$ cat src/rtl/approx_adder_err_monitor_if.sv
// approx_adder_err_monitor_if: sample stream, window control and statistics bus of the error monitor
interface approx_adder_err_monitor_if #(
    parameter int OP_W  = 6,
    parameter int CNT_W = 16,
    parameter int ACC_W = 24
);
    logic             start;
    logic [CNT_W-1:0] num_samples;
    logic             in_valid;
    logic             in_ready;
    logic [OP_W-1:0]  op_a;
    logic [OP_W-1:0]  op_b;
    logic [OP_W-1:0]  approx_sum;
    logic             busy;
    logic             done;
    logic [CNT_W-1:0] err_count;
    logic [ACC_W-1:0] err_sum;
    logic [OP_W-1:0]  err_max;
    logic [ACC_W-1:0] hd_sum;
`ifdef WORST_CASE_CAPTURE_EN
    logic [OP_W-1:0]  wc_op_a;
    logic [OP_W-1:0]  wc_op_b;
    logic [OP_W-1:0]  wc_approx;
    modport master (
        output start, num_samples, in_valid, op_a, op_b, approx_sum,
        input  in_ready, busy, done, err_count, err_sum, err_max, hd_sum, wc_op_a, wc_op_b, wc_approx
    );
    modport slave (
        input  start, num_samples, in_valid, op_a, op_b, approx_sum,
        output in_ready, busy, done, err_count, err_sum, err_max, hd_sum, wc_op_a, wc_op_b, wc_approx
    );
`else
    modport master (
        output start, num_samples, in_valid, op_a, op_b, approx_sum,
        input  in_ready, busy, done, err_count, err_sum, err_max, hd_sum
    );
    modport slave (
        input  start, num_samples, in_valid, op_a, op_b, approx_sum,
        output in_ready, busy, done, err_count, err_sum, err_max, hd_sum
    );
`endif
endinterface

$ cat src/rtl/approx_adder_err_monitor.sv
// approx_adder_err_monitor: scores an approximate adder over a sample window (count, abs sum, max, Hamming sum).
// Optional WORST_CASE_CAPTURE_EN adds capture of the sample that set err_max.
module approx_adder_err_monitor #(
    parameter int OP_W  = 6,
    parameter int CNT_W = 16,
    parameter int ACC_W = 24
) (
    input logic clk,
    input logic rst,
    approx_adder_err_monitor_if.slave bus
);
    localparam int SW = (ACC_W > OP_W ? ACC_W : OP_W) + 1;

    typedef enum logic [1:0] {IDLE, RUN, DRAIN, DONE} state_t;

    state_t           r_state;
    logic             r_in_ready, r_busy, r_done, r_s1_v, r_first;
    logic [CNT_W-1:0] r_rem, r_err_count;
    logic [OP_W-1:0]  r_s1_exact, r_s1_approx, r_err_max;
    logic [ACC_W-1:0] r_err_sum, r_hd_sum;
    logic             w_acc, w_start;
    logic [OP_W-1:0]  w_x, w_diff, w_hd;
    logic [SW-1:0]    w_es, w_hs;

    assign w_start = bus.start && (r_state == IDLE || r_state == DONE);
    assign w_acc   = bus.in_valid && r_in_ready;
    assign w_x     = r_s1_exact ^ r_s1_approx;
    assign w_diff  = r_s1_exact >= r_s1_approx ? r_s1_exact - r_s1_approx : r_s1_approx - r_s1_exact;
    assign w_hd    = OP_W'($countones(w_x));
    // one spare bit above the accumulator exposes the carry used for saturation
    assign w_es    = SW'(r_err_sum) + SW'(w_diff);
    assign w_hs    = SW'(r_hd_sum) + SW'(w_hd);

    always_ff @(posedge clk) begin
        if (rst) begin
            r_state    <= IDLE;
            r_in_ready <= 1'b0;
            r_busy     <= 1'b0;
            r_done     <= 1'b0;
            r_rem      <= '0;
        end else begin
            case (r_state)
                IDLE, DONE: if (bus.start) begin
                    r_state    <= RUN;
                    r_rem      <= bus.num_samples == '0 ? CNT_W'(1) : bus.num_samples;
                    r_in_ready <= 1'b1;
                    r_busy     <= 1'b1;
                    r_done     <= 1'b0;
                end
                RUN: if (w_acc) begin
                    r_rem <= r_rem - 1'b1;
                    if (r_rem == CNT_W'(1)) begin
                        r_state    <= DRAIN;
                        r_in_ready <= 1'b0;
                    end
                end
                DRAIN: if (!r_s1_v) begin
                    r_state <= DONE;
                    r_busy  <= 1'b0;
                    r_done  <= 1'b1;
                end
            endcase
        end
    end

`ifdef WORST_CASE_CAPTURE_EN
    logic [OP_W-1:0] r_s1_a, r_s1_b, r_wc_a, r_wc_b, r_wc_x;
    always_ff @(posedge clk) begin
        if (rst) begin
            r_s1_a <= '0;
            r_s1_b <= '0;
            r_wc_a <= '0;
            r_wc_b <= '0;
            r_wc_x <= '0;
        end else begin
            if (w_acc) begin
                r_s1_a <= bus.op_a;
                r_s1_b <= bus.op_b;
            end
            if (w_start) begin
                r_wc_a <= '0;
                r_wc_b <= '0;
                r_wc_x <= '0;
            end else if (r_s1_v && (r_first || w_diff > r_err_max)) begin
                r_wc_a <= r_s1_a;
                r_wc_b <= r_s1_b;
                r_wc_x <= r_s1_approx;
            end
        end
    end
    assign bus.wc_op_a   = r_wc_a;
    assign bus.wc_op_b   = r_wc_b;
    assign bus.wc_approx = r_wc_x;
`endif

    always_ff @(posedge clk) begin
        if (rst) begin
            r_s1_v      <= 1'b0;
            r_s1_exact  <= '0;
            r_s1_approx <= '0;
            r_first     <= 1'b0;
            r_err_count <= '0;
            r_err_sum   <= '0;
            r_err_max   <= '0;
            r_hd_sum    <= '0;
        end else begin
            r_s1_v <= w_acc;
            if (w_acc) begin
                r_s1_exact  <= bus.op_a + bus.op_b;
                r_s1_approx <= bus.approx_sum;
            end
            if (w_start) begin
                r_first     <= 1'b1;
                r_err_count <= '0;
                r_err_sum   <= '0;
                r_err_max   <= '0;
                r_hd_sum    <= '0;
            end else if (r_s1_v) begin
                r_first     <= 1'b0;
                r_err_count <= w_diff != '0 ? r_err_count + 1'b1 : r_err_count;
                r_err_sum   <= |w_es[SW-1:ACC_W] ? '1 : w_es[ACC_W-1:0];
                r_hd_sum    <= |w_hs[SW-1:ACC_W] ? '1 : w_hs[ACC_W-1:0];
                r_err_max   <= w_diff > r_err_max ? w_diff : r_err_max;
            end
        end
    end

    assign bus.in_ready  = r_in_ready;
    assign bus.busy      = r_busy;
    assign bus.done      = r_done;
    assign bus.err_count = r_err_count;
    assign bus.err_sum   = r_err_sum;
    assign bus.err_max   = r_err_max;
    assign bus.hd_sum    = r_hd_sum;
endmodule

$ cat src/flat_wrapper.sv
// flat-port wrapper written by rule: the top's interface ports become plain ports
module approx_adder_err_monitor_flat 
#(
    parameter int OP_W  = 6,
    parameter int CNT_W = 16,
    parameter int ACC_W = 24
)
  (clk, rst, bus_start, bus_num_samples, bus_in_valid, bus_op_a, bus_op_b, bus_approx_sum, bus_in_ready, bus_busy, bus_done, bus_err_count, bus_err_sum, bus_err_max, bus_hd_sum);
  approx_adder_err_monitor_if #(.OP_W(OP_W), .CNT_W(CNT_W), .ACC_W(ACC_W)) bus_i ();
  input logic clk;
  input logic rst;
  input wire logic [$bits(bus_i.start)-1:0] bus_start;
  input wire logic [$bits(bus_i.num_samples)-1:0] bus_num_samples;
  input wire logic [$bits(bus_i.in_valid)-1:0] bus_in_valid;
  input wire logic [$bits(bus_i.op_a)-1:0] bus_op_a;
  input wire logic [$bits(bus_i.op_b)-1:0] bus_op_b;
  input wire logic [$bits(bus_i.approx_sum)-1:0] bus_approx_sum;
  output wire logic [$bits(bus_i.in_ready)-1:0] bus_in_ready;
  output wire logic [$bits(bus_i.busy)-1:0] bus_busy;
  output wire logic [$bits(bus_i.done)-1:0] bus_done;
  output wire logic [$bits(bus_i.err_count)-1:0] bus_err_count;
  output wire logic [$bits(bus_i.err_sum)-1:0] bus_err_sum;
  output wire logic [$bits(bus_i.err_max)-1:0] bus_err_max;
  output wire logic [$bits(bus_i.hd_sum)-1:0] bus_hd_sum;
  assign bus_i.start = bus_start;
  assign bus_i.num_samples = bus_num_samples;
  assign bus_i.in_valid = bus_in_valid;
  assign bus_i.op_a = bus_op_a;
  assign bus_i.op_b = bus_op_b;
  assign bus_i.approx_sum = bus_approx_sum;
  assign bus_in_ready = bus_i.in_ready;
  assign bus_busy = bus_i.busy;
  assign bus_done = bus_i.done;
  assign bus_err_count = bus_i.err_count;
  assign bus_err_sum = bus_i.err_sum;
  assign bus_err_max = bus_i.err_max;
  assign bus_hd_sum = bus_i.hd_sum;
  approx_adder_err_monitor #(.OP_W(OP_W), .CNT_W(CNT_W), .ACC_W(ACC_W)) u_core (.clk(clk), .rst(rst), .bus(bus_i));
endmodule
$ cat config.mk
export PLATFORM = sky130hd
export DESIGN_NAME = approx_adder_err_monitor_flat
export DESIGN_NICKNAME = d
export VERILOG_FILES = /design/src/rtl/approx_adder_err_monitor_if.sv /design/src/rtl/approx_adder_err_monitor.sv /design/src/flat_wrapper.sv
export SDC_FILE = /design/constraint.sdc
export NUM_CORES = 1
export LEC_CHECK = 0
export CORE_MARGIN = 5
export CORE_UTILIZATION = 45
export CTS_CLUSTER_DIAMETER = 120
export CTS_CLUSTER_SIZE = 16
export DETAILED_ROUTE_END_ITERATION = 7
export PLACE_DENSITY = 0.78
export SLEW_MARGIN = 20
export SYNTH_ARGS = -nofsm -noshare
export SYNTH_HDL_FRONTEND = slang
export SYNTH_SLANG_ARGS = --single-unit
export TNS_END_PERCENT = 10
$ cat constraint.sdc
create_clock -name clk -period 4.75 [get_ports clk]
set_clock_uncertainty 0.05 [all_clocks]
set_input_delay 0.475 -clock clk [delete_from_list [all_inputs] [get_ports clk]]
set_output_delay 0.475 -clock clk [all_outputs]
set_load 0.005 [all_outputs]
---- Yosys cells after proc, flatten, opt, wreduce, memory -nomap -nowiden ----
Cells that the tools add are included.
word-level totals
  register bits ........................... 104
  input port bits ......................... 38
  output and inout bits ................... 73
operators by class
  eq/ne operators ......................... 8
  add/subtract/negate cells ............... 12
  order comparisons ....................... 2
  reduce and logical (&&, ||, !) cells .... 16
  bitwise gates (word level) .............. 1
  mux-type cells .......................... 21
operators with widths
  operator                                                                  number
  24-bit by 6-bit adder with 25-bit output                                  2
  16-bit 2-to-1 mux                                                         3
  24-bit 2-to-1 mux                                                         2
  16-bit one-hot mux with 2 select lines                                    1
  6-bit adder                                                               3
  16-bit by 1-bit adder with 16-bit output (second input constant)          1
  16-bit by 1-bit equality test with 1-bit output (second input constant)   1
  16-bit logical NOT                                                        1
  16-bit by 1-bit subtractor with 16-bit output (second input constant)     1
  6-bit subtractor                                                          2
  2-bit 2-to-1 mux                                                          4
  4-bit AND reduction                                                       2
  1-bit by 1-bit adder with 2-bit output                                    3
  6-bit greater-or-equal comparator                                         1
  6-bit greater-than comparator                                             1
  1-bit 2-to-1 mux                                                          6
  6-bit 2-to-1 mux                                                          1
  1-bit one-hot mux with 2 select lines                                     3
  2-bit one-hot mux with 3 select lines                                     1
  3-bit AND reduction                                                       2
  6-bit nonzero test                                                        1
  6-bit XOR                                                                 1
  2-bit equality test (second input constant)                               2
  2-bit by 1-bit inequality test with 1-bit output (second input constant)  2
  8 further kinds                                                           13

---- Longest topological paths before layout ----
Gate-level depths: netlist (run 1).
  depth after elaboration ................. 6
  depth in mapped cells ................... 20

---- Worst setup path after synthesis (run 1) ----
No wires, ideal clock.
  path type ............................... register -> register
  start ................................... register u_core.r_s1_approx[5]
  end ..................................... register u_core.r_hd_sum[10] (netlist: u_core.bus.hd_sum[10])
  period minus slack after synthesis ...... 4,032 ps
  path buffers ............................ 3
  cell stages (with the launch flop) ...... 18
  arrival time ............................ 3,850 ps
  slack ................................... 718 ps
  required time ........................... 4,568 ps
  cell sequence ........................... dfxtp_1 -> inv_1 -> ha_1 -> clkbuf_1 -> inv_1 -> ha_1 -> fa_1 -> ha_1 -> ha_1 -> ha_1 -> nor2b_1 -> o21a_1 -> o2111a_1 -> nand2b_1 -> or2_2 -> clkbuf_1 -> buf_1 -> a21oi_1
between the ends
  cells in the longest elaborated chain, start to end .. 5
RTL lines
  element                                                       RTL line                         source
  from (decl)                                                   approx_adder_err_monitor.sv:19   logic [OP_W-1:0] r_s1_exact, r_s1_approx, r_err_max;
  from (signal assigned)                                        approx_adder_err_monitor.sv:110  r_s1_approx <= bus.approx_sum;
  6-bit XOR                                                     approx_adder_err_monitor.sv:27   assign w_x = r_s1_exact ^ r_s1_approx;
  1-bit by 1-bit adder with 2-bit output (implied by the code)  approx_adder_err_monitor.sv:29   assign w_hd = OP_W'($countones(w_x));
  6-bit adder (implied by the code)                             approx_adder_err_monitor.sv:29
  24-bit by 6-bit adder with 25-bit output                      approx_adder_err_monitor.sv:32   assign w_hs = SW'(r_hd_sum) + SW'(w_hd);
  24-bit 2-to-1 mux                                             approx_adder_err_monitor.sv:122  r_hd_sum <= |w_hs[SW-1:ACC_W] ? '1 : w_hs[ACC_W-1:0];
  to (signal assigned)                                          approx_adder_err_monitor.sv:122
  to (decl)                                                     approx_adder_err_monitor.sv:20   logic [ACC_W-1:0] r_err_sum, r_hd_sum;
No other way between the ends.
A chain may end at the register's enable or synchronous reset.

---- Worst setup path in the final report (run 1) ----
  start ................................... register u_core.r_s1_exact[0]
  end ..................................... register u_core.r_err_sum[4] (netlist: u_core.bus.err_sum[4])
between the ends
  cells in the longest elaborated chain, start to end .. 4
  elaborated cells on any way between the ends .. 6
RTL lines
  element                                                                RTL line                         source
  from (decl)                                                            approx_adder_err_monitor.sv:19
  from (signal assigned)                                                 approx_adder_err_monitor.sv:109  r_s1_exact <= bus.op_a + bus.op_b;
  6-bit subtractor or 6-bit greater-or-equal comparator (tied branches)  approx_adder_err_monitor.sv:28   assign w_diff = r_s1_exact >= r_s1_approx ? r_s1_exact - r_s1_approx : r_s1_approx - r_s1_exact;
  6-bit 2-to-1 mux (*)                                                   approx_adder_err_monitor.sv:28
  via u_core.w_diff[3]                                                   approx_adder_err_monitor.sv:22   logic [OP_W-1:0] w_x, w_diff, w_hd;
  24-bit by 6-bit adder with 25-bit output (*)                           approx_adder_err_monitor.sv:31   assign w_es = SW'(r_err_sum) + SW'(w_diff);
  24-bit 2-to-1 mux (*)                                                  approx_adder_err_monitor.sv:121  r_err_sum <= |w_es[SW-1:ACC_W] ? '1 : w_es[ACC_W-1:0];
  to (signal assigned)                                                   approx_adder_err_monitor.sv:121
  to (decl)                                                              approx_adder_err_monitor.sv:20
Mark *: on every way through the listed nets, which the timed path passes. The rest lies on a longest branch.

==> results of run 1 <==
-- logic make-up after synthesis --
| group | after synthesis | synth area share, % |
|---|---|---|
| AO/OA/AOI/OAI | 215 | 21.5 |
| XOR/XNOR | 34 | 4.66 |
| adder cells (fa/ha/maj) | 50 | 10.6 |
| buffers and inverters | 92 | 5.64 |
| flip-flops | 104 | 32.6 |
| multiplexers | 22 | 3.49 |
| AND/OR/NAND/NOR | 269 | 21.5 |
-- synth_stat cells, types with 9 or more instances --
library cell  count  area, sq um
a211oi_1         11         82.6
a21o_1           15          113
a21oi_1          94          470
and2_1           11         68.8
and3_1           19          119
and4_1           14          123
clkbuf_1         32          120
dfxtp_1         104         2080
ha_1             43          538
inv_1            52          195
mux2i_1          20          200
nand2_1          73          274
nand2b_1         14         87.6
nand3_1          15         75.1
nor2_1           57          214
nor2b_1           9         56.3
nor3_1           21          105
nor4_1            9         56.3
o21ai_0          28          140
xnor2_1          18          158
xor2_1           16          140
-- flip-flops by register name (all words and copies together), names as in the netlist --
name,flops
u_core.r_rem,16
u_core.bus.err_sum,24
u_core.bus.busy,1
u_core.r_s1_v,1
u_core.bus.in_ready,1
u_core.bus.err_count,16
u_core.bus.hd_sum,24
u_core.r_state,2
u_core.r_s1_approx,6
u_core.bus.done,1
u_core.bus.err_max,6
u_core.r_s1_exact,6
-- through the flow --
stage | area [sq um] | utilization [%] | cells | worst slack (ns)
6_report | 7900 | 56.9 | 1060 | 0.499
5_1_grt | 7900 | 56.9 | 1060 | 0.0980
4_1_cts | 7900 | 56.9 | 1060 | 0.515
3_5_place_dp | 7620 | 54.9 | 1045 | 0.532
3_3_place_gp | 7620 | 54.9 | 1045 | 0.634
2_1_floorplan | 6390 | - | 786 | 0.718
-- cell type report --
class                   instances  area, sq um  area share [%]
clock buffers                  13          260            3.30
flip-flops and latches        104         2080            26.4
clock inverters                 2         15.0           0.190
well taps                     180          225            2.85
inverters                      52          195            2.47
repair buffers                119         1170            14.8
multi-input cells             590         3950            50.0
-- worst reg2reg max path, delay by kind of cell, from the launching register on --
kind,cells,cell delay (ns)
compound gates,8,1.93
fa+ha+maj,3,0.89
simple gates,3,0.80
flops,1,0.33
buf+inv,2,0.14
-- worst min-delay path by stage --
stage | start | endpoint | slack [ns]
after floorplan | u_core.r_s1_approx[5]$_SDFFE_PP0P_ | u_core.r_s1_approx[5]$_SDFFE_PP0P_ | 0.39
after global placement | u_core.r_s1_approx[5]$_SDFFE_PP0P_ | u_core.r_s1_approx[5]$_SDFFE_PP0P_ | 0.40
after detailed placement | u_core.r_s1_approx[5]$_SDFFE_PP0P_ | u_core.r_s1_approx[5]$_SDFFE_PP0P_ | 0.41
after CTS | u_core.r_s1_approx[5]$_SDFFE_PP0P_ | u_core.r_s1_approx[5]$_SDFFE_PP0P_ | 0.42
after global routing | u_core.r_s1_approx[5]$_SDFFE_PP0P_ | u_core.r_s1_approx[5]$_SDFFE_PP0P_ | 0.43
final | u_core.r_s1_approx[5]$_SDFFE_PP0P_ | u_core.r_s1_approx[5]$_SDFFE_PP0P_ | 0.42
-- cell usage in the layout, fill, tap and decap left out, drive strengths merged, types with 14 or more instances in the layout --
master,instances
xor2,16
clkdlybuf4s50,110
o21ai,33
nor3,22
and3,20
nand2b,14
nand3,15
a21o,15
xnor2,18
dfxtp,104
a21oi,94
ha,43
inv,52
nand2,73
mux2i,20
and4,14
nor2,57
-- power groups by stage --
stage          Clock [uW]  Combinational, uW  Sequential [uW]
5_1_grt               750               1920             1090
3_5_place_dp            0               1680             1090
2_1_floorplan           0               1320             1060
6_report              700               1700             1070
3_3_place_gp            0               1650             1090
4_1_cts               719               1690             1070
-- routing by layer --
layer	global-route usage (%)	share of wire [%]	wire [um]	vias to the layer above
li1	-	-	-	2989
met2	31.3	48	7420	171
met4	6.42	2.0	307	0
met3	4.66	6.5	1010	23
met5	0	0	0	-
met1	23.7	43	6710	2779
==> out/qor.txt, run 1 <==
WORST SETUP PATH
-------------------------------------------------------------------------------------
Number of cells on the critical path ...................................           16
First element of the critical path ..................................... u_core.r_s1_exact[0]$_SDFFE_PP0P_
Sort of element at the start of the critical path ......................         flop
Arrival time worst endpoint ............................................      4.44 ns
Destination of the critical timing path ................................ u_core.bus.err_sum[4]$_SDFFE_PP0P_
Count of cells along the worst register-to-register path ...............           16
Dominant delay contributor by cell family on the critical path ......... compound AO/OA/AOI/OAI gates
R2r startpoint ......................................................... u_core.r_s1_exact[0]$_SDFFE_PP0P_
Crit path cell chain ................................................... inv_1 > ha_1 > inv_1 > fa_1 > a21o_1 > a22o_1 > and3_1 > o31a_1 > or2_2 > ha_1 > o21ai_0 > a21boi_0 > o21a_1 > o21ai_0 > and2_1 > a21oi_1
Largest stage delay, worst path ........................................      0.54 ns
Register-to-register setup slack .......................................      0.50 ns
Crit path capture type .................................................         flop
Cell type of the slowest stage on the worst timing path ................      o21ai_0
Critical path class .................................................... flop to flop
Largest fanout on the critical path ....................................           10
Reg2Reg Capture Point .................................................. u_core.bus.err_sum[4]$_SDFFE_PP0P_
Number of buffers and inverters on the critical path ...................            2
CP required ............................................................      4.94 ns

LOGIC SYNTHESIS
-------------------------------------------------------------------------------------
Cell Area, Synth ....................................................... 0.00639 sq mm
Number of synthesized flops with an enable pin .........................            0
Number of synthesized register bits ....................................          104
Portion of the post-synthesis area used by sequential elements .........        32.6%
Number of cells produced by synthesis ..................................          786
Synthesized net count ..................................................          874
Post-synthesis async set-or-reset flop share ...........................           0%
Yosys warns ............................................................            0
Count of unique library cells instantiated by Yosys ....................           63
Top_reg_cell synth .....................................................      dfxtp_1
Mean instance size in the synthesized netlist ..........................   8.12 sq um

DRT
-------------------------------------------------------------------------------------
Overall routed net length ..............................................    15,400 um
Routed vias ............................................................        5,962
# DRC ..................................................................            0
Number of detailed-routing iterations run before antenna repair ........            7
Antenna-violating nets left ............................................            0
Count of routing violations after the opening detailed-route iteration .          388
Drt via density ........................................................         5.62
Detailed-route wire length per cell ....................................      14.6 um

FINAL LAYOUT
-------------------------------------------------------------------------------------
ANT cells ..............................................................            0
Final net count ........................................................          964
Number of filler instances in the final layout .........................        1,281
Area growth from synthesis to layout ...................................        23.6%
Fraction of layout cells with a size suffix above 1 ....................        4.77%

GLOBAL ROUTE
-------------------------------------------------------------------------------------
Total global-route track usage .........................................        18.7%
Initial antenna violation count ........................................            0
GRT overflow ...........................................................            0
Wire length of the first global-routing pass ...........................    25,900 um
Pin count of the biggest net entering global routing ...................           49
Number of global-route vias before repair ..............................        5,595

CTS
-------------------------------------------------------------------------------------
Max clock buf depth ....................................................            2
Cell chosen for the clock root .........................................    clkbuf_16
Clock net sink count ...................................................          104
Worst-Skew Late Latency ................................................      0.35 ns
Number of buffers inserted by hold repair at cts .......................            0
H-tree depth ...........................................................            3
Cts repair resizes .....................................................            0
Clock transition at the registers of the reported paths ................      0.07 ns
CTS Buf Count ..........................................................            9
Buffers inserted by post-CTS timing repair .............................            0
CTS tree ...............................................................          yes

PWR
-------------------------------------------------------------------------------------
VDD IR-drop max ........................................................   0.000285 V
Switching share of power ...............................................        41.2%
Pleak ..................................................................   0.00301 uW
Clk network pwr share ..................................................        20.2%
Reg power frac .........................................................        30.9%
Fraction of power consumed by combinational cells ......................        48.9%
Internal power summed over all cells ...................................      2040 uW
Total net switching power ..............................................      1430 uW
Power density of the placed cells ......................................  439 mW/mm^2
Total power draw .......................................................      3470 uW

PLACED DESIGN
-------------------------------------------------------------------------------------
Port Buf Inserts .......................................................          110
Routability congestion estimate from global placement ..................        0.888
DPL Wire Length ........................................................    11,600 um

FLOORPLAN
-------------------------------------------------------------------------------------
Number of top-level pins ...............................................          111
Starting Density .......................................................        46.0%
Placeable core area .................................................... 0.0139 sq mm
Die ar. ................................................................ 0.0167 sq mm
Site row count .........................................................           43
Die width ..............................................................       129 um
Overall die height .....................................................       129 um

STA
-------------------------------------------------------------------------------------
Setup-violating endpoint count in the final report .....................            0
Final clock period utilization by the worst path .......................        89.5%
Final worst path period need ...........................................      4.25 ns
Hold slack final .......................................................     0.418 ns
Final Slew Violations ..................................................            0
Slew at the pin closest to its max-slew limit ..........................      1.05 ns
Unrepaired setup endpoints after global routing ........................           no
Final total negative setup slack .......................................         0 ns
Fmax ...................................................................    0.235 GHz
Relative slew slack ....................................................        30.1%
Final Hold Violating Endpoints .........................................            0

HOLD PATH
-------------------------------------------------------------------------------------
Worst hold-check path type ............................................. flop to flop
Worst hold stages ......................................................            2

FLOW RUN
-------------------------------------------------------------------------------------
Max Cap Viol ...........................................................            0

RUN STATUS
-------------------------------------------------------------------------------------
Status ................................................................. finished, final reports clean

Power figures use the tool's default switching activity.
==> run 2: changes to the inputs <==
--- a/config.mk
+++ b/config.mk
@@ -5,6 +5,7 @@
 export SDC_FILE = /design/constraint.sdc
 export NUM_CORES = 1
 export LEC_CHECK = 0
+export CORE_ASPECT_RATIO = 0.75
 export CORE_MARGIN = 5
 export CORE_UTILIZATION = 45
 export CTS_CLUSTER_DIAMETER = 120
==> run 2 against run 1 <==
Against the previous run: register-to-register slack about the same; via count down 1.3%; non-clock buffer count up 2; clock power down 0.7%; first-iteration DRC count up 36%; die area up 0.15%.
==> out/qor.txt, run 2 (synthesis gave the netlist of run 1 again) <==
PLACED DESIGN
-------------------------------------------------------------------------------------
Routability congestion estimate from global placement ..................        0.902
DPL Wire Length ........................................................    11,500 um
Area of placed instances ............................................... 0.00763 sq mm
Port Buf Inserts .......................................................          110

PWR
-------------------------------------------------------------------------------------
Total power draw .......................................................      3470 uW
Pleak ..................................................................   0.00302 uW
Switching share of power ...............................................        41.7%
Power density of the placed cells ......................................  439 mW/mm^2
Clk network pwr share ..................................................        20.0%
Fraction of power consumed by combinational cells ......................        49.2%
Internal power summed over all cells ...................................      2020 uW
VDD IR-drop max ........................................................   0.000302 V
Reg power frac .........................................................        30.7%
Total net switching power ..............................................      1450 uW

CTS
-------------------------------------------------------------------------------------
Buffers inserted by post-CTS timing repair .............................            0
Cts repair resizes .....................................................            0
Clock transition at the registers of the reported paths ................      0.07 ns
Worst-Skew Late Latency ................................................      0.35 ns
Max clock buf depth ....................................................            2
H-tree depth ...........................................................            3
Clock net sink count ...................................................          104
Number of buffers inserted by hold repair at cts .......................            0
CTS tree ...............................................................          yes
Cell chosen for the clock root .........................................    clkbuf_16
CTS Buf Count ..........................................................            9

STA
-------------------------------------------------------------------------------------
Final Slew Violations ..................................................            0
Final Hold Violating Endpoints .........................................            0
Final worst path period need ...........................................      4.26 ns
Final clock period utilization by the worst path .......................        89.8%
Slew at the pin closest to its max-slew limit ..........................      1.07 ns
Final total negative setup slack .......................................         0 ns
Unrepaired setup endpoints after global routing ........................           no
Relative slew slack ....................................................        28.7%
Setup-violating endpoint count in the final report .....................            0
Fmax ...................................................................    0.235 GHz

RUN STATUS
-------------------------------------------------------------------------------------
Status ................................................................. finished, final reports clean

WORST SETUP PATH
-------------------------------------------------------------------------------------
Sort of element at the start of the critical path ......................         flop
Arrival time worst endpoint ............................................      4.48 ns
CP required ............................................................      4.97 ns
Largest stage delay, worst path ........................................      0.49 ns
Critical path class .................................................... flop to flop
Most Frequent Cell on Critical Path ....................................         ha_1
Cell type of the slowest stage on the worst timing path ................         fa_1
Crit path capture type .................................................         flop
Crit path cell chain ................................................... inv_1 > ha_1 > inv_1 > ha_1 > fa_1 > ha_1 > ha_1 > ha_1 > nor2b_1 > o21a_1 > o2111a_1 > nand2b_1 > or2_2 > and4_1 > nor3_1
Largest fanout on the critical path ....................................           19

FINAL LAYOUT
-------------------------------------------------------------------------------------
Fraction of layout cells with a size suffix above 1 ....................        5.21%
ANT cells ..............................................................            0
Final net count ........................................................          966
Finished layout cell area .............................................. 0.00790 sq mm
Most common cell after layout, fill and taps aside ..................... clkdlybuf4s50_1
Area growth from synthesis to layout ...................................        23.7%
Commonest cells after routing, fill and taps aside ..................... clkdlybuf4s50_1, dfxtp_1, a21oi_1

FLOORPLAN
-------------------------------------------------------------------------------------
Site row count .........................................................           37
Die width ..............................................................       148 um
Number of top-level pins ...............................................          111
Starting Density .......................................................        46.3%
Placeable core area .................................................... 0.0138 sq mm
Overall die height .....................................................       113 um
Die ar. ................................................................ 0.0167 sq mm

DRT
-------------------------------------------------------------------------------------
Overall routed net length ..............................................    15,800 um
Detailed-route wire length per cell ....................................      15.0 um
Drt via density ........................................................         5.56
Number of detailed-routing iterations run before antenna repair ........            5
Routed vias ............................................................        5,882
Antenna-violating nets left ............................................            0
# DRC ..................................................................            0
Count of routing violations after the opening detailed-route iteration .          527

GLOBAL ROUTE
-------------------------------------------------------------------------------------
Total global-route track usage .........................................        18.8%
Initial antenna violation count ........................................            0
Pin count of the biggest net entering global routing ...................           50
GRT overflow ...........................................................            0
Number of global-route vias before repair ..............................        5,500
Wire length of the first global-routing pass ...........................    26,500 um

HOLD PATH
-------------------------------------------------------------------------------------
Worst hold-check path type ............................................. flop to flop

FLOW RUN
-------------------------------------------------------------------------------------
Max Cap Viol ...........................................................            0

-- run 2: cell types whose count changed in the layout (fill, tap and decap cells not counted), sizes merged --
cell,change
inv,+2
clkbuf,-3
clkinv,+2
buf,+2
-- run 2: layout make-up --
cell class	instances	area [sq um]
clock buffer	10	229
fill	1270	5890
sequential	104	2080
clock inverter	6	42.5
multi-input combinational	590	3950
tap	175	219
inverter	52	195
timing repair buffer	121	1180
-- run 2: per-layer routing --
layer / routed length [um] / global-route usage [%]
met1: 7970 / 26.2
met2: 6930 / 29.8
met3: 798 / 4.28
met4: 151 / 4.10
met5: 0 / 0
-- run 2: path summary, 6_finish.rpt --
path	startpoint	to	slack, ns	cells after the start
worst max-delay path	u_core.r_s1_approx[1]$_SDFFE_PP0P_	u_core.bus.hd_sum[17]$_SDFFE_PP0P_	0.49	15
worst min-delay path	u_core.r_s1_approx[5]$_SDFFE_PP0P_	u_core.r_s1_approx[5]$_SDFFE_PP0P_	0.41	2
worst max register to register	u_core.r_s1_approx[1]$_SDFFE_PP0P_	u_core.bus.hd_sum[17]$_SDFFE_PP0P_	0.49	15
worst min register to register	u_core.r_s1_approx[5]$_SDFFE_PP0P_	u_core.r_s1_approx[5]$_SDFFE_PP0P_	0.41	2
-- run 2: per-stage QoR --
step           hold WS [ns]  setup slack, ns  utilization (%)  std cells
3_5_place_dp          0.402            0.534             55.3       1042
4_1_cts               0.412            0.499             57.3       1058
5_1_grt               0.434            0.152             57.3       1058
2_1_floorplan         0.386            0.718                -        786
6_report              0.410            0.487             57.3       1058
3_3_place_gp          0.399            0.673             55.3       1042
-- run 2: worst max-delay path: cells and delay by family, from the launching register on --
family	cells	cell delay, ns
fa+ha+maj	6	1.92
simple gates	5	1.19
flops	1	0.43
compound gates	2	0.39
buf+inv	2	0.20
-- run 2: power groups by stage --
stage | clock network (uW) | logic [uW] | registers (uW)
after floorplan | 0 | 1320 | 1060
after global placement | 0 | 1660 | 1080
after detailed placement | 0 | 1690 | 1080
after CTS | 717 | 1700 | 1060
after global routing | 749 | 1940 | 1080
final | 695 | 1710 | 1070
==> run 3: changes to the inputs <==
--- a/config.mk
+++ b/config.mk
@@ -7,11 +7,11 @@
 export LEC_CHECK = 0
 export CORE_ASPECT_RATIO = 0.75
 export CORE_MARGIN = 5
-export CORE_UTILIZATION = 45
+export CORE_UTILIZATION = 54
 export CTS_CLUSTER_DIAMETER = 120
 export CTS_CLUSTER_SIZE = 16
 export DETAILED_ROUTE_END_ITERATION = 7
-export PLACE_DENSITY = 0.78
+export PLACE_DENSITY = 0.89
 export SLEW_MARGIN = 20
 export SYNTH_ARGS = -nofsm -noshare
 export SYNTH_HDL_FRONTEND = slang
==> run 3 against run 2 <==
Against the previous run: first-iteration DRC count grew 6.5%; non-clock buffer count shrank 1; utilization grew 11 points; combinational power barely moved; final cell count is 1.4% lower; critical path depth unchanged; via count up 2.2%; worst hold slack improved by 0.0095 ns; flip-flop and latch count unchanged; sequential power is essentially flat; critical endpoint is now u_core.bus.err_sum[14]$_SDFFE_PP0P_; largest cell class unchanged; largest power group unchanged; highest routed layer unchanged.
==> out/qor.txt, run 3 (synthesis gave the netlist of run 1 again) <==
PWR
-------------------------------------------------------------------------------------
VDD IR-drop max ........................................................   0.000239 V
Total net switching power ..............................................      1460 uW
Power density of the placed cells ......................................  453 mW/mm^2
Switching share of power ...............................................        40.7%
Clk network pwr share ..................................................        21.8%
Fraction of power consumed by combinational cells ......................        48.3%
Total power draw .......................................................      3590 uW
Internal power summed over all cells ...................................      2130 uW
Reg power frac .........................................................        29.9%
Pleak ..................................................................   0.00305 uW

FLOORPLAN
-------------------------------------------------------------------------------------
Site row count .........................................................           34
Placeable core area .................................................... 0.0116 sq mm
Starting Density .......................................................        55.2%
Die ar. ................................................................ 0.0141 sq mm
Overall die height .....................................................       104 um
Die width ..............................................................       136 um
Number of top-level pins ...............................................          111

HOLD PATH
-------------------------------------------------------------------------------------
Beginning of the worst hold path ....................................... u_core.r_s1_approx[5]$_SDFFE_PP0P_
Hold Path End .......................................................... u_core.r_s1_approx[5]$_SDFFE_PP0P_
Worst hold-check path type ............................................. flop to flop
Worst hold stages ......................................................            2

STA
-------------------------------------------------------------------------------------
Relative slew slack ....................................................        31.5%
Final total negative setup slack .......................................         0 ns
Unrepaired setup endpoints after global routing ........................           no
Setup-violating endpoint count in the final report .....................            0
Final clock period utilization by the worst path .......................        91.4%
Setup slack of the critical path after layout ..........................     0.408 ns
Fmax ...................................................................    0.230 GHz
Final worst path period need ...........................................      4.34 ns
Final Hold Violating Endpoints .........................................            0
Slew at the pin closest to its max-slew limit ..........................      1.03 ns
Final Slew Violations ..................................................            0

CTS
-------------------------------------------------------------------------------------
Number of buffers inserted by hold repair at cts .......................            0
H-tree depth ...........................................................            3
Max clock buf depth ....................................................            2
Cts repair resizes .....................................................            0
Clock net sink count ...................................................          104
Cell chosen for the clock root .........................................    clkbuf_16
CTS tree ...............................................................          yes
Worst-Skew Late Latency ................................................      0.34 ns
CTS Buf Count ..........................................................            9
Clock transition at the registers of the reported paths ................      0.06 ns
Buffers inserted by post-CTS timing repair .............................            0

DRT
-------------------------------------------------------------------------------------
# DRC ..................................................................            0
Drt via density ........................................................         5.76
Count of routing violations after the opening detailed-route iteration .          561
Routed vias ............................................................        6,012
Overall routed net length ..............................................    16,100 um
Antenna-violating nets left ............................................            0
Number of detailed-routing iterations run before antenna repair ........            6
Detailed-route wire length per cell ....................................      15.5 um

PLACED DESIGN
-------------------------------------------------------------------------------------
DPL Wire Length ........................................................    11,600 um
Worst slack, placed ....................................................     0.233 ns
Area of placed instances ............................................... 0.00761 sq mm
Dpl cells ..............................................................        1,028
Routability congestion estimate from global placement ..................        0.922
Port Buf Inserts .......................................................          110

FINAL LAYOUT
-------------------------------------------------------------------------------------
Fraction of layout cells with a size suffix above 1 ....................        5.11%
Area growth from synthesis to layout ...................................        24.0%
Finished layout cell area .............................................. 0.00792 sq mm
Most common cell after layout, fill and taps aside ..................... clkdlybuf4s50_1
Non-filler instance count after layout .................................        1,043
Final net count ........................................................          965
ANT cells ..............................................................            0
Commonest cells after routing, fill and taps aside ..................... clkdlybuf4s50_1, dfxtp_1, a21oi_1

FLOW RUN
-------------------------------------------------------------------------------------
Max Cap Viol ...........................................................            0

WORST SETUP PATH
-------------------------------------------------------------------------------------
Count of cells along the worst register-to-register path ...............           15
Critical path class .................................................... flop to flop
Reg2Reg Capture Point .................................................. u_core.bus.err_sum[14]$_SDFFE_PP0P_
Register-to-register setup slack .......................................      0.41 ns
Crit path capture type .................................................         flop
R2r startpoint ......................................................... u_core.r_s1_approx[0]$_SDFFE_PP0P_
Dominant delay contributor by cell family on the critical path ......... compound AO/OA/AOI/OAI gates
CP required ............................................................      4.95 ns
Cell type of the slowest stage on the worst timing path ................         fa_1
Sort of element at the start of the critical path ......................         flop
Crit path cell chain ................................................... ha_1 > inv_1 > fa_1 > a21o_1 > a22o_1 > and3_1 > o31a_1 > or2_2 > ha_1 > o21ai_0 > a21boi_0 > o21a_1 > o211ai_1 > or3_1 > a31oi_1
Largest fanout on the critical path ....................................           10
Number of buffers and inverters on the critical path ...................            1
Most Frequent Cell on Critical Path ....................................         ha_1
Arrival time worst endpoint ............................................      4.54 ns
Largest stage delay, worst path ........................................      0.44 ns

GLOBAL ROUTE
-------------------------------------------------------------------------------------
Total global-route track usage .........................................        23.0%
Wire length of the first global-routing pass ...........................    27,400 um
Number of global-route vias before repair ..............................        5,729
Initial antenna violation count ........................................            0
GRT overflow ...........................................................            0
Pin count of the biggest net entering global routing ...................           49

RUN STATUS
-------------------------------------------------------------------------------------
Status ................................................................. finished, final reports clean

[run 3: cell count changes in the layout (fill, tap and decap cells not counted), sizes merged]
cell	before	now
clkinvlp	2	0
inv	54	52
bufinv	0	2
clkinv	2	3
buf	11	10
[run 3: worst max-delay path by stage]
stage / slack (ns) / endpoint / cells after the start / startpoint
6_report: 0.41 / u_core.bus.err_sum[14]$_SDFFE_PP0P_ / 15 / u_core.r_s1_approx[0]$_SDFFE_PP0P_
5_1_grt: 0.07 / u_core.bus.err_sum[14]$_SDFFE_PP0P_ / 15 / u_core.r_s1_approx[0]$_SDFFE_PP0P_
4_1_cts: 0.21 / u_core.bus.err_sum[23]$_SDFFE_PP0P_ / 15 / u_core.r_s1_approx[0]$_SDFFE_PP0P_
3_5_place_dp: 0.23 / u_core.bus.err_sum[21]$_SDFFE_PP0P_ / 15 / u_core.r_s1_approx[0]$_SDFFE_PP0P_
3_3_place_gp: 0.32 / u_core.bus.err_sum[9]$_SDFFE_PP0P_ / 16 / u_core.r_s1_exact[0]$_SDFFE_PP0P_
2_1_floorplan: 0.72 / u_core.bus.hd_sum[10]$_SDFFE_PP0P_ / 17 / u_core.r_s1_approx[5]$_SDFFE_PP0P_
[run 3: power groups by stage]
stage	clock network [uW]	logic [uW]	registers (uW)
after floorplan	0	1320	1060
after global placement	0	1640	1080
after detailed placement	0	1700	1090
after CTS	793	1710	1070
after global routing	833	1930	1090
final	782	1730	1070
[run 3: worst reg2reg max path, delay by kind of cell, from the launching register on]
kind                       cells  cell delay, ns
AOI/OAI and AO/OA              8            1.93
adders and majority gates      3            0.93
and+or+nand+nor                3            0.92
DFF                            1            0.36
buffers and inverters          1            0.07
[run 3: per-layer routing]
| metal | vias up | wire length [um] | global-route usage [%] |
|---|---|---|---|
| li1 | 2988 | - | - |
| met1 | 2811 | 7610 | 31.7 |
| met2 | 193 | 7350 | 36.8 |
| met3 | 20 | 973 | 5.95 |
| met4 | 0 | 196 | 4.17 |
| met5 | - | 0 | 0 |
[run 3: final cells by class]
| type | instances | area [sq um] |
|---|---|---|
| Clock buffer | 10 | 229 |
| Fill cell | 950 | 3650 |
| Timing Repair Buffer | 120 | 1180 |
| Tap cell | 162 | 203 |
| Clock inverter | 5 | 82.6 |
| Inverter | 52 | 195 |
| Multi-Input combinational cell | 590 | 3950 |
| Sequential cell | 104 | 2080 |
[run 3: metrics by stage]
step	utilization (%)	hold slack, ns
finish	68.5	0.420
global route	68.5	0.435
CTS	68.4	0.417
detailed placement	65.7	0.408
global placement	65.7	0.399
floorplan	-	0.386
